## src/rtl/uart_pkg.sv

```systemverilog
// Shared UART definitions: parity modes, FSM state encoding and oversample rate.
// Latency: none, constants and types only.
// Backpressure: none, imported by the UART datapath.
package uart_pkg;

   localparam int PARITY_NONE = 0;
   localparam int PARITY_EVEN = 1;
   localparam int PARITY_ODD  = 2;

   localparam int OVERSAMPLE  = 16;

   typedef enum logic [2:0] {
      ST_IDLE   = 3'd0,
      ST_START  = 3'd1,
      ST_DATA   = 3'd2,
      ST_PARITY = 3'd3,
      ST_STOP   = 3'd4
   } uart_state_t;

endpackage

```

## src/rtl/uart_fifo.sv

```systemverilog
// Generic synchronous FIFO, first-word-fall-through, registered exact full/empty.
// Latency: a write is visible on rd_data/empty the cycle after the write edge.
// Backpressure: write when full ignored unless a read happens in the same cycle; read when empty ignored.
module uart_fifo #(
   parameter int NB_DATA = 8,
   parameter int FIFO_AW = 4
) (
   input  logic               clk,
   input  logic               rst_n,
   input  logic               wr,
   input  logic [NB_DATA-1:0] wr_data,
   input  logic               rd,
   output logic [NB_DATA-1:0] rd_data,
   output logic               full,
   output logic               empty
);

   localparam int DEPTH = 2 ** FIFO_AW;
   localparam logic [FIFO_AW-1:0] PTR_ONE  = 1;
   localparam logic [FIFO_AW:0]   CNT_ONE  = 1;
   localparam logic [FIFO_AW:0]   CNT_LAST = (FIFO_AW + 1)'(DEPTH - 1);

   logic [NB_DATA-1:0] mem [DEPTH];
   logic [FIFO_AW-1:0] wr_ptr;
   logic [FIFO_AW-1:0] rd_ptr;
   logic [FIFO_AW:0]   count;
   logic               wr_en;
   logic               rd_en;

   // A full FIFO still accepts a write when a read frees the slot in the same cycle.
   assign rd_en = rd && !empty;
   assign wr_en = wr && (!full || rd);

   // Storage array, no reset needed since empty masks stale contents.
   always_ff @(posedge clk) begin
      if (wr_en) begin
         mem[wr_ptr] <= wr_data;
      end
   end

   // Pointer, occupancy and flag update; flags derive from the pre-update count.
   always_ff @(posedge clk) begin
      if (!rst_n) begin
         wr_ptr <= '0;
         rd_ptr <= '0;
         count  <= '0;
         full   <= 1'b0;
         empty  <= 1'b1;
      end else begin
         if (wr_en) begin
            wr_ptr <= wr_ptr + PTR_ONE;
         end
         if (rd_en) begin
            rd_ptr <= rd_ptr + PTR_ONE;
         end
         if (wr_en && !rd_en) begin
            count <= count + CNT_ONE;
            full  <= (count == CNT_LAST);
            empty <= 1'b0;
         end else if (rd_en && !wr_en) begin
            count <= count - CNT_ONE;
            full  <= 1'b0;
            empty <= (count == CNT_ONE);
         end
      end
   end

   assign rd_data = empty ? '0 : mem[rd_ptr];

endmodule

```

## src/rtl/uart_buffered.sv

```systemverilog
// Buffered UART: 16x baud tick, RX/TX serial engines with optional parity, one FIFO per direction.
// Latency: one frame per word each way; received word visible the cycle after its mid-stop sample.
// Backpressure: TX writes dropped when TX FIFO full; RX words dropped (overrun flagged) when RX FIFO full.
module uart_buffered
   import uart_pkg::*;
#(
   parameter int NB_DATA   = 8,
   parameter int SB_TICK   = 16,
   parameter int PARITY    = 0,
   parameter int FIFO_AW   = 4,
   parameter int CLK_FREC  = 50000000,
   parameter int BAUD_RATE = 9600
) (
   input  logic               i_clk,
   input  logic               i_reset,
   input  logic               i_rx,
   output logic               o_tx,
   input  logic               i_tx_wr,
   input  logic [NB_DATA-1:0] i_tx_data,
   output logic               o_tx_full,
   output logic               o_tx_empty,
   output logic               o_tx_done_tick,
   input  logic               i_rx_rd,
   output logic [NB_DATA-1:0] o_rx_data,
   output logic               o_rx_empty,
   output logic               o_rx_full,
   output logic               o_rx_overrun,
   output logic               o_parity_err,
   output logic               o_frame_err,
   input  logic               i_clr_err
);

   localparam int DIV   = CLK_FREC / (BAUD_RATE * OVERSAMPLE);
   localparam int DIV_W = (DIV > 1) ? $clog2(DIV) : 1;
   localparam logic [DIV_W-1:0] DIV_LAST = DIV_W'(DIV - 1);
   localparam logic [DIV_W-1:0] DIV_ONE  = 1;

   localparam logic [4:0] S_ONE  = 5'd1;
   localparam logic [4:0] S_MID  = 5'(OVERSAMPLE / 2 - 1);
   localparam logic [4:0] S_BIT  = 5'(OVERSAMPLE - 1);
   localparam logic [4:0] S_STOP = 5'(SB_TICK - 1);
   localparam logic [3:0] N_ONE  = 4'd1;
   localparam logic [3:0] N_LAST = 4'(NB_DATA - 1);

   localparam logic HAS_PARITY = (PARITY != PARITY_NONE);
   localparam logic ODD_PAR    = (PARITY == PARITY_ODD);

   logic [DIV_W-1:0] tick_cnt;
   logic             tick;
   logic             rx_meta;
   logic             rx_sync;

   uart_state_t        rx_state, rx_state_nx;
   logic [4:0]         rx_s, rx_s_nx;
   logic [3:0]         rx_n, rx_n_nx;
   logic [NB_DATA-1:0] rx_b, rx_b_nx;
   logic               rx_push, rx_perr_set, rx_ferr_set, rx_ovr_set;
   logic               rx_fifo_full;

   uart_state_t        tx_state, tx_state_nx;
   logic [4:0]         tx_s, tx_s_nx;
   logic [3:0]         tx_n, tx_n_nx;
   logic [NB_DATA-1:0] tx_b, tx_b_nx;
   logic               tx_par, tx_par_nx;
   logic               tx_line, tx_line_nx;
   logic               tx_done, tx_done_nx;
   logic               tx_pop;
   logic               tx_fifo_empty;
   logic [NB_DATA-1:0] tx_fifo_data;

   // Oversample tick: one-cycle pulse every DIV clocks.
   always_ff @(posedge i_clk) begin
      if (!i_reset) begin
         tick_cnt <= '0;
      end else if (tick) begin
         tick_cnt <= '0;
      end else begin
         tick_cnt <= tick_cnt + DIV_ONE;
      end
   end

   assign tick = (tick_cnt == DIV_LAST);

   // Two-flop synchroniser on the asynchronous serial input, idle high.
   always_ff @(posedge i_clk) begin
      if (!i_reset) begin
         rx_meta <= 1'b1;
         rx_sync <= 1'b1;
      end else begin
         rx_meta <= i_rx;
         rx_sync <= rx_meta;
      end
   end

   // RX state register and datapath; reset aborts any frame in flight.
   always_ff @(posedge i_clk) begin
      if (!i_reset) begin
         rx_state <= ST_IDLE;
         rx_s     <= '0;
         rx_n     <= '0;
         rx_b     <= '0;
      end else begin
         rx_state <= rx_state_nx;
         rx_s     <= rx_s_nx;
         rx_n     <= rx_n_nx;
         rx_b     <= rx_b_nx;
      end
   end

   // RX next state: mid-bit sampling, LSB-first shift, parity check, stop sample and push.
   always_comb begin
      rx_state_nx = rx_state;
      rx_s_nx     = rx_s;
      rx_n_nx     = rx_n;
      rx_b_nx     = rx_b;
      rx_push     = 1'b0;
      rx_perr_set = 1'b0;
      rx_ferr_set = 1'b0;
      case (rx_state)
         ST_IDLE: begin
            if (!rx_sync) begin
               rx_state_nx = ST_START;
               rx_s_nx     = '0;
            end
         end
         ST_START: begin
            if (tick) begin
               if (rx_s == S_MID) begin
                  rx_s_nx     = '0;
                  rx_n_nx     = '0;
                  rx_state_nx = rx_sync ? ST_IDLE : ST_DATA;
               end else begin
                  rx_s_nx = rx_s + S_ONE;
               end
            end
         end
         ST_DATA: begin
            if (tick) begin
               if (rx_s == S_BIT) begin
                  rx_s_nx = '0;
                  rx_b_nx = {rx_sync, rx_b[NB_DATA-1:1]};
                  if (rx_n == N_LAST) begin
                     rx_state_nx = HAS_PARITY ? ST_PARITY : ST_STOP;
                  end else begin
                     rx_n_nx = rx_n + N_ONE;
                  end
               end else begin
                  rx_s_nx = rx_s + S_ONE;
               end
            end
         end
         ST_PARITY: begin
            if (tick) begin
               if (rx_s == S_BIT) begin
                  rx_s_nx     = '0;
                  rx_perr_set = (((^rx_b) ^ rx_sync) != ODD_PAR);
                  rx_state_nx = ST_STOP;
               end else begin
                  rx_s_nx = rx_s + S_ONE;
               end
            end
         end
         ST_STOP: begin
            if (tick) begin
               if (rx_s == S_STOP) begin
                  rx_push     = 1'b1;
                  rx_ferr_set = !rx_sync;
                  rx_state_nx = ST_IDLE;
               end else begin
                  rx_s_nx = rx_s + S_ONE;
               end
            end
         end
         default: rx_state_nx = ST_IDLE;
      endcase
   end

   // A push into a full FIFO is only lost if no read frees a slot that cycle.
   assign rx_ovr_set = rx_push && rx_fifo_full && !i_rx_rd;

   // Sticky error flags; a new error wins over a clear in the same cycle.
   always_ff @(posedge i_clk) begin
      if (!i_reset) begin
         o_rx_overrun <= 1'b0;
         o_parity_err <= 1'b0;
         o_frame_err  <= 1'b0;
      end else begin
         if (rx_ovr_set) begin
            o_rx_overrun <= 1'b1;
         end else if (i_clr_err) begin
            o_rx_overrun <= 1'b0;
         end
         if (rx_perr_set) begin
            o_parity_err <= 1'b1;
         end else if (i_clr_err) begin
            o_parity_err <= 1'b0;
         end
         if (rx_ferr_set) begin
            o_frame_err <= 1'b1;
         end else if (i_clr_err) begin
            o_frame_err <= 1'b0;
         end
      end
   end

   // TX state register, registered line output and done pulse.
   always_ff @(posedge i_clk) begin
      if (!i_reset) begin
         tx_state <= ST_IDLE;
         tx_s     <= '0;
         tx_n     <= '0;
         tx_b     <= '0;
         tx_par   <= 1'b0;
         tx_line  <= 1'b1;
         tx_done  <= 1'b0;
      end else begin
         tx_state <= tx_state_nx;
         tx_s     <= tx_s_nx;
         tx_n     <= tx_n_nx;
         tx_b     <= tx_b_nx;
         tx_par   <= tx_par_nx;
         tx_line  <= tx_line_nx;
         tx_done  <= tx_done_nx;
      end
   end

   // TX next state: pop on a tick, 16 ticks per bit, line level follows the state being entered.
   always_comb begin
      tx_state_nx = tx_state;
      tx_s_nx     = tx_s;
      tx_n_nx     = tx_n;
      tx_b_nx     = tx_b;
      tx_par_nx   = tx_par;
      tx_done_nx  = 1'b0;
      tx_pop      = 1'b0;
      tx_line_nx  = 1'b1;
      case (tx_state)
         ST_IDLE: begin
            if (tick && !tx_fifo_empty) begin
               tx_pop      = 1'b1;
               tx_b_nx     = tx_fifo_data;
               tx_par_nx   = (^tx_fifo_data) ^ ODD_PAR;
               tx_s_nx     = '0;
               tx_state_nx = ST_START;
            end
         end
         ST_START: begin
            if (tick) begin
               if (tx_s == S_BIT) begin
                  tx_s_nx     = '0;
                  tx_n_nx     = '0;
                  tx_state_nx = ST_DATA;
               end else begin
                  tx_s_nx = tx_s + S_ONE;
               end
            end
         end
         ST_DATA: begin
            if (tick) begin
               if (tx_s == S_BIT) begin
                  tx_s_nx = '0;
                  tx_b_nx = tx_b >> 1;
                  if (tx_n == N_LAST) begin
                     tx_state_nx = HAS_PARITY ? ST_PARITY : ST_STOP;
                  end else begin
                     tx_n_nx = tx_n + N_ONE;
                  end
               end else begin
                  tx_s_nx = tx_s + S_ONE;
               end
            end
         end
         ST_PARITY: begin
            if (tick) begin
               if (tx_s == S_BIT) begin
                  tx_s_nx     = '0;
                  tx_state_nx = ST_STOP;
               end else begin
                  tx_s_nx = tx_s + S_ONE;
               end
            end
         end
         ST_STOP: begin
            if (tick) begin
               if (tx_s == S_STOP) begin
                  tx_done_nx  = 1'b1;
                  tx_state_nx = ST_IDLE;
               end else begin
                  tx_s_nx = tx_s + S_ONE;
               end
            end
         end
         default: tx_state_nx = ST_IDLE;
      endcase
      case (tx_state_nx)
         ST_START:  tx_line_nx = 1'b0;
         ST_DATA:   tx_line_nx = tx_b_nx[0];
         ST_PARITY: tx_line_nx = tx_par_nx;
         default:   tx_line_nx = 1'b1;
      endcase
   end

   assign o_tx           = tx_line;
   assign o_tx_done_tick = tx_done;
   assign o_tx_empty     = tx_fifo_empty;
   assign o_rx_full      = rx_fifo_full;

   uart_fifo #(
      .NB_DATA (NB_DATA),
      .FIFO_AW (FIFO_AW)
   ) u_tx_fifo (
      .clk     (i_clk),
      .rst_n   (i_reset),
      .wr      (i_tx_wr),
      .wr_data (i_tx_data),
      .rd      (tx_pop),
      .rd_data (tx_fifo_data),
      .full    (o_tx_full),
      .empty   (tx_fifo_empty)
   );

   uart_fifo #(
      .NB_DATA (NB_DATA),
      .FIFO_AW (FIFO_AW)
   ) u_rx_fifo (
      .clk     (i_clk),
      .rst_n   (i_reset),
      .wr      (rx_push),
      .wr_data (rx_b),
      .rd      (i_rx_rd),
      .rd_data (o_rx_data),
      .full    (rx_fifo_full),
      .empty   (o_rx_empty)
   );

endmodule

```

## config.mk

```make
export PLATFORM = sky130hd
export DESIGN_NAME = uart_buffered
export DESIGN_NICKNAME = d
export VERILOG_FILES = /design/src/rtl/uart_pkg.sv /design/src/rtl/uart_fifo.sv /design/src/rtl/uart_buffered.sv
export SDC_FILE = /design/constraint.sdc
export NUM_CORES = 1
export LEC_CHECK = 0
export ABC_AREA = 1
export CAP_MARGIN = 20
export CELL_PAD_IN_SITES_DETAIL_PLACEMENT = 0
export CELL_PAD_IN_SITES_GLOBAL_PLACEMENT = 2
export CORE_MARGIN = 2
export CORE_UTILIZATION = 40
export DETAILED_ROUTE_END_ITERATION = 6
export GPL_ROUTABILITY_DRIVEN = 0
export PLACE_DENSITY_LB_ADDON = 0.1
export SLEW_MARGIN = 20
export SYNTH_ARGS = -nofsm -noshare
export SYNTH_HDL_FRONTEND = slang
export SYNTH_HIERARCHICAL = 1
export SYNTH_SLANG_ARGS = --single-unit
export TNS_END_PERCENT = 30
```

## constraint.sdc

```tcl
create_clock -name i_clk -period 3.15 [get_ports i_clk]
set_clock_uncertainty 0.2 [all_clocks]
set_input_delay 0.63 -clock i_clk [delete_from_list [all_inputs] [get_ports i_clk]]
set_output_delay 0.63 -clock i_clk [all_outputs]
set_load 0.01 [all_outputs]
```

* Word level (Yosys, flattened, before mapping) *
Memories as Yosys holds them, arrays and structs flattened. A register that Yosys moved wholly into a read port is not among the register bits.
Index checks and enable logic that the tools add are counted.

word-level totals
  logic and storage cells = 230
  memories kept = 2
  bits in registers = 87
  input bits = 14
  RAM bits = 256

memories
  name           words  width  rd ports  clocked after memory_dff  wr ports  line             RTL
  u_rx_fifo.mem  16     8      1         1                         1         uart_fifo.sv:23  logic [NB_DATA-1:0] mem [DEPTH];
  u_tx_fifo.mem  16     8      1         1                         1         uart_fifo.sv:23

operators by class
  reduce and logical (&&, ||, !) cells = 48
  bitwise operators = 2
  multiplexer cells = 94
  add/sub/neg operators = 13
  eq/ne operators = 43

operator list
  operator             number
  $mux 5               16
  $mux 3               20
  $mux 4               14
  $mux 8               5
  $ne 2x2->1 const B   20
  $mux 1               30
  $pmux 3 s5           2
  $add 4x1->4 const B  6
  $add 5x1->5 const B  4
  $eq 5x4->1 const B   4
  $pmux 5 s4           1
  $eq 3x2->1 const B   6
  $reduce_and 6->1     3
  $pmux 4 s2           2
  $pmux 8 s2           1
  $reduce_bool 2->1    8
  $reduce_xor 8->1     2
  $pmux 5 s3           1
  $logic_and 1x1->1    11
  $eq 5x1->1 const B   2
  $logic_not 1->1      10
  $reduce_and 10->1    1
  $sub 5x1->5 const B  2
  $add 9x1->9 const B  1
  other kinds (19)     28

* Logic depth before layout (Yosys ltp) *
  depth after elaboration = 10
  depth in mapped cells = 20
  mapped depth without buffers = 19

* Cells and area by module *
The synthesis kept the hierarchy.

modules (own cells, without submodules)
  module                  instances  area an instance (um^2)  sequential area each (um^2)  cells each
  uart_fifo at u_rx_fifo  1          6473.7                   4224.1                       636
  uart_fifo at u_tx_fifo  1          6462.4                   4224.1                       638
  uart_buffered           1          3246.9                   1141.1                       496

* Worst setup path before layout *
Ideal clock, no wire load.

  path type = register to register
  start point = register rx_s[0]
  end point = register u_rx_fifo.count[4]
  path slack = 0.636 ns
  stages on the path, launching flop included = 15
  setup time = 0.086 ns
  arrival = 2.228 ns
  cells stage by stage = dfxtp_1 > ha_1 > nand2_1 > nor2_1 > ha_1 > nand2_1 > nor2_1 > nand2_1 > inv_2 > ha_1 > inv_1 > o21ai_0 > a21oi_1 > nor2_1 > a211oi_1

between the ends
  longest elaborated chain between the ends = 8

RTL lines
  element                             line                  RTL
  start, declared                     uart_buffered.sv:54   logic [4:0] rx_s, rx_s_nx;
  start signal, assigned              uart_buffered.sv:104  rx_s <= rx_s_nx;
  $eq 5x4->1 (*)                      uart_buffered.sv:165  if (rx_s == S_STOP) begin
  $mux 1 (*)                          uart_buffered.sv:165
  $mux 1 (*)                          uart_buffered.sv:164  if (tick) begin
  $mux 1 (*)                          uart_buffered.sv:119  case (rx_state)
  net rx_push                         uart_buffered.sv:57   logic rx_push, rx_perr_set, rx_ferr_set, rx_ovr_set;
  $logic_and 1x1->1 (*)               uart_fifo.sv:32       assign wr_en = wr && (!full || rd);
  net u_rx_fifo.wr_en                 uart_fifo.sv:27       logic wr_en;
  $logic_not 1->1                     uart_fifo.sv:60       end else if (rd_en && !wr_en) begin
  $logic_and 1x1->1                   uart_fifo.sv:60
  $reduce_bool 2->1 (no source line)  n/a
  end signal, assigned                uart_fifo.sv:57       count <= count + CNT_ONE;
  end signal, assigned                uart_fifo.sv:61       count <= count - CNT_ONE;
  end, declared                       uart_fifo.sv:26       logic [FIFO_AW:0] count;

The timed path passes the listed nets; every way through them passes the cells marked *.
A chain may end at the register's enable or synchronous reset.

==> flow_summary.toml <==
[run_status]
status = "completed"

[power_and_ir_drop]
sw_frac_of_total = 0.230
switching_power_mw = 2.34
pwr-share-clk = 0.449
p_leak_nw = 7.81
p_comb_frac = 0.059
peakVddDrop_uv = 425
seq_power_share = 0.492
internal_power_mw = 7.84
power.density_nw_per_um2 = 549

[critical_path]
endpoint_kind = "primary output"
path_class = "flip-flop to primary output"
critPathMaxFanout = 21
required_ns = 2.32
reg2regPathDepth = 14
r2r_end = "u_rx_fifo/count[4]"
r2r_start = "rx_s[1]"
r2r_slack_ns = 0.35
crit_path_start_kind = "flip-flop"
arrival_ns = 2.12

[floorplanning]
num_rows = 73
io_pins = 31
die_area_um2 = 42100
core_region_area_um2 = 39800
start_util = 0.406
fp.dieW_um = 205
die_y_um = 205

[final_layout]
fillers = 3870
final_cells = 2414
insertedDiodeCount = 0
final_cell_mix = "nand2_1, edfxtp_1, inv_1, nand3_1, nor2_1"
register_area_um2 = 9590
layout_commonest_cell = "nand2_1"
area_growth_pct = 14.7
drive_gt1_frac = 0.0953
nets = 1904
multiInputGateArea_um2 = 5180

[detailed_routing]
num_vias = 11500
drc = 0
first_iter_violations = 579
firstDrtPassIters = 5
wl_per_cell_um = 16.3
viasPerCell = 4.75
antenna_left = 0
wl_um = 39400

[grt]
antenna_found_initial = 0
gr-total-overflow = 0
track_usage = 0.191
grt_pass1_vias = 11100
grt_pass1_wl_um = 61400
grt_max_degree = 43

[synthesis]
synth_edf_count = 256
synth.ff_latch_count = 351
ys_seq_area_frac = 0.593
yosys_warnings = 6
syn_area_per_cell_um2 = 9.14
async_reset_ff_frac = 0
synthCells = 1770
syn_nets = 1817
synth_area_um2 = 16200
yosys-top-cells-area = "edfxtp_1, nand2_1, dfxtp_1"
ys.flop_type = "edfxtp_1"
synth_top_cell_area_share = 0.475
netlist-cell-type-count = 48
yosys.area.top_type = "edfxtp_1"

[clocking]
clk_pin_slew_worst_paths_ns = 0.06
cts_setup_buffers = 0
cts_buffers = 41
cts-root-buf = "clkbuf_16"
hold_buffers = 0
clkLatencyLatePin_ns = 0.56
htree_levels = 2
clock-sinks = 351
clk_path_buf_depth = 3
cts_tree = "done"

[place]
place_ws_ns = 0.369
dp_cells = 2338
portBuffers = 30
dp_hpwl_um = 25800

[min_path]
holdPathEnd = "rx_sync"
hp-class = "flip-flop to flip-flop"
min_from = "rx_meta"
hold-path-cell-count = 1

[timing]
clock.fmax_mhz = 339
period_share = 0.937
setup_viol = 0
finalHoldViolations = 0
max_slew_margin = 0.487
fin_ws_ns = 0.197
worst_pin_slew_ns = 0.767
rsz0062_at_grt = "false"
slew_violations = 0
period_minus_slack_ns = 2.95
tns_ns = 0
fin_hold_ws_ns = 0.211

[job]
drv_cap = 0
## logic make-up (layout without fill, tap and decap cells)
logic type	Yosys count	count (layout)	synth area share
XOR/XNOR	10	10	0.00541
AO/OA/AOI/OAI	141	141	0.0462
adder cells (fa/ha/maj)	33	33	0.0255
buffers and inverters	307	426	0.0878
AND/OR/NAND/NOR	928	928	0.243
flip-flops	351	351	0.593
## worst max path at each step
stage | start | endpoint | slack, ns
after floorplan | rx_s[0] | u_rx_fifo/count[4] | 0.64
after CTS | flip-flop | o_rx_data[0] | 0.14
after global routing | flip-flop | o_rx_data[5] | 0.04
final | flip-flop | o_rx_data[5] | 0.20
after detailed placement | i_rx_rd | u_rx_fifo/count[4] | 0.37
after global placement | i_rx_rd | u_rx_fifo/count[4] | 0.40
## timing repair
| action | 4_1_cts | 5_1_grt |
|---|---|---|
| endpoints found under the setup margin | 8 | 1 |
| resized for setup | 9 | 1 |
| cloned | 0 | 1 |
## power by group through the flow
stage	clock network (mW)	logic [mW]	registers [mW]
after floorplan	0	0.422	5.10
after global placement	0	0.617	5.11
after detailed placement	0	0.605	5.11
after CTS	4.72	0.607	5.01
after global routing	4.90	0.691	5.01
final	4.57	0.600	5.01
## critical path: stages (launching register included)
cell and delay [ns]:
dfxtp_2 0.40, inv_4 0.08, clkbuf_16 0.20, nand2_1 0.07, nand3_1 0.10, nand3_1 0.10
nand3_1 0.10, a21oi_1 0.22, dlygate4sd2_1 0.29
## flip-flops by register name, summed over array words and instances, names as in the netlist, 3 cells and up, named ones only
signal and count:
rx_b 8, rx_n 4, rx_s 5, rx_state 3
tick_cnt 9, tx_b 8, tx_n 4, tx_s 5
tx_state 3, u_rx_fifo/count 5, u_rx_fifo/mem 128, u_rx_fifo/rd_ptr 4
u_rx_fifo/wr_ptr 4, u_tx_fifo/count 5, u_tx_fifo/mem 128, u_tx_fifo/rd_ptr 4
u_tx_fifo/wr_ptr 4
## through the flow
stage | power (mW) | util | cell area, µm²
floorplan | 5.52 | - | 16200
finish | 10.2 | 0.466 | 18600
global placement | 5.72 | 0.433 | 17200
CTS | 10.3 | 0.465 | 18500
global route | 10.6 | 0.466 | 18600
detailed placement | 5.71 | 0.433 | 17200
## area by class of cell
cell class,instances,share of cell area
Timing Repair Buffer,102,0.0488
Tap cell,525,0.0354
Clock buffer,47,0.0576
Clock inverter,28,0.0121
Multi-Input combinational cell,1112,0.279
Inverter,249,0.0506
Sequential cell,351,0.517
## cell usage after synthesis (all sizes together) (2+ instances only)
| master | number |
|---|---|
| nand4 | 9 |
| nand3 | 204 |
| inv | 248 |
| a31oi | 4 |
| a211oi | 2 |
| buf | 45 |
| dfxtp | 95 |
| o21a | 2 |
| nor3 | 14 |
| nand2 | 567 |
| nor3b | 3 |
| o21ai | 51 |
| o22ai | 2 |
| clkbuf | 13 |
| xnor2 | 4 |
| xor2 | 6 |
| nor2 | 124 |
| edfxtp | 256 |
| a21oi | 77 |
| ha | 33 |
| or2 | 3 |
## metal layers
metal  GRT usage  part of all wire  vias to the layer above
li1            -                 -                     5916
met1       0.244              0.45                     5347
met2       0.335              0.49                      150
met3      0.0334             0.033                       63
met4      0.0524             0.024                        0
met5           0                 0                        -
(Power assumes the default switching activity.)
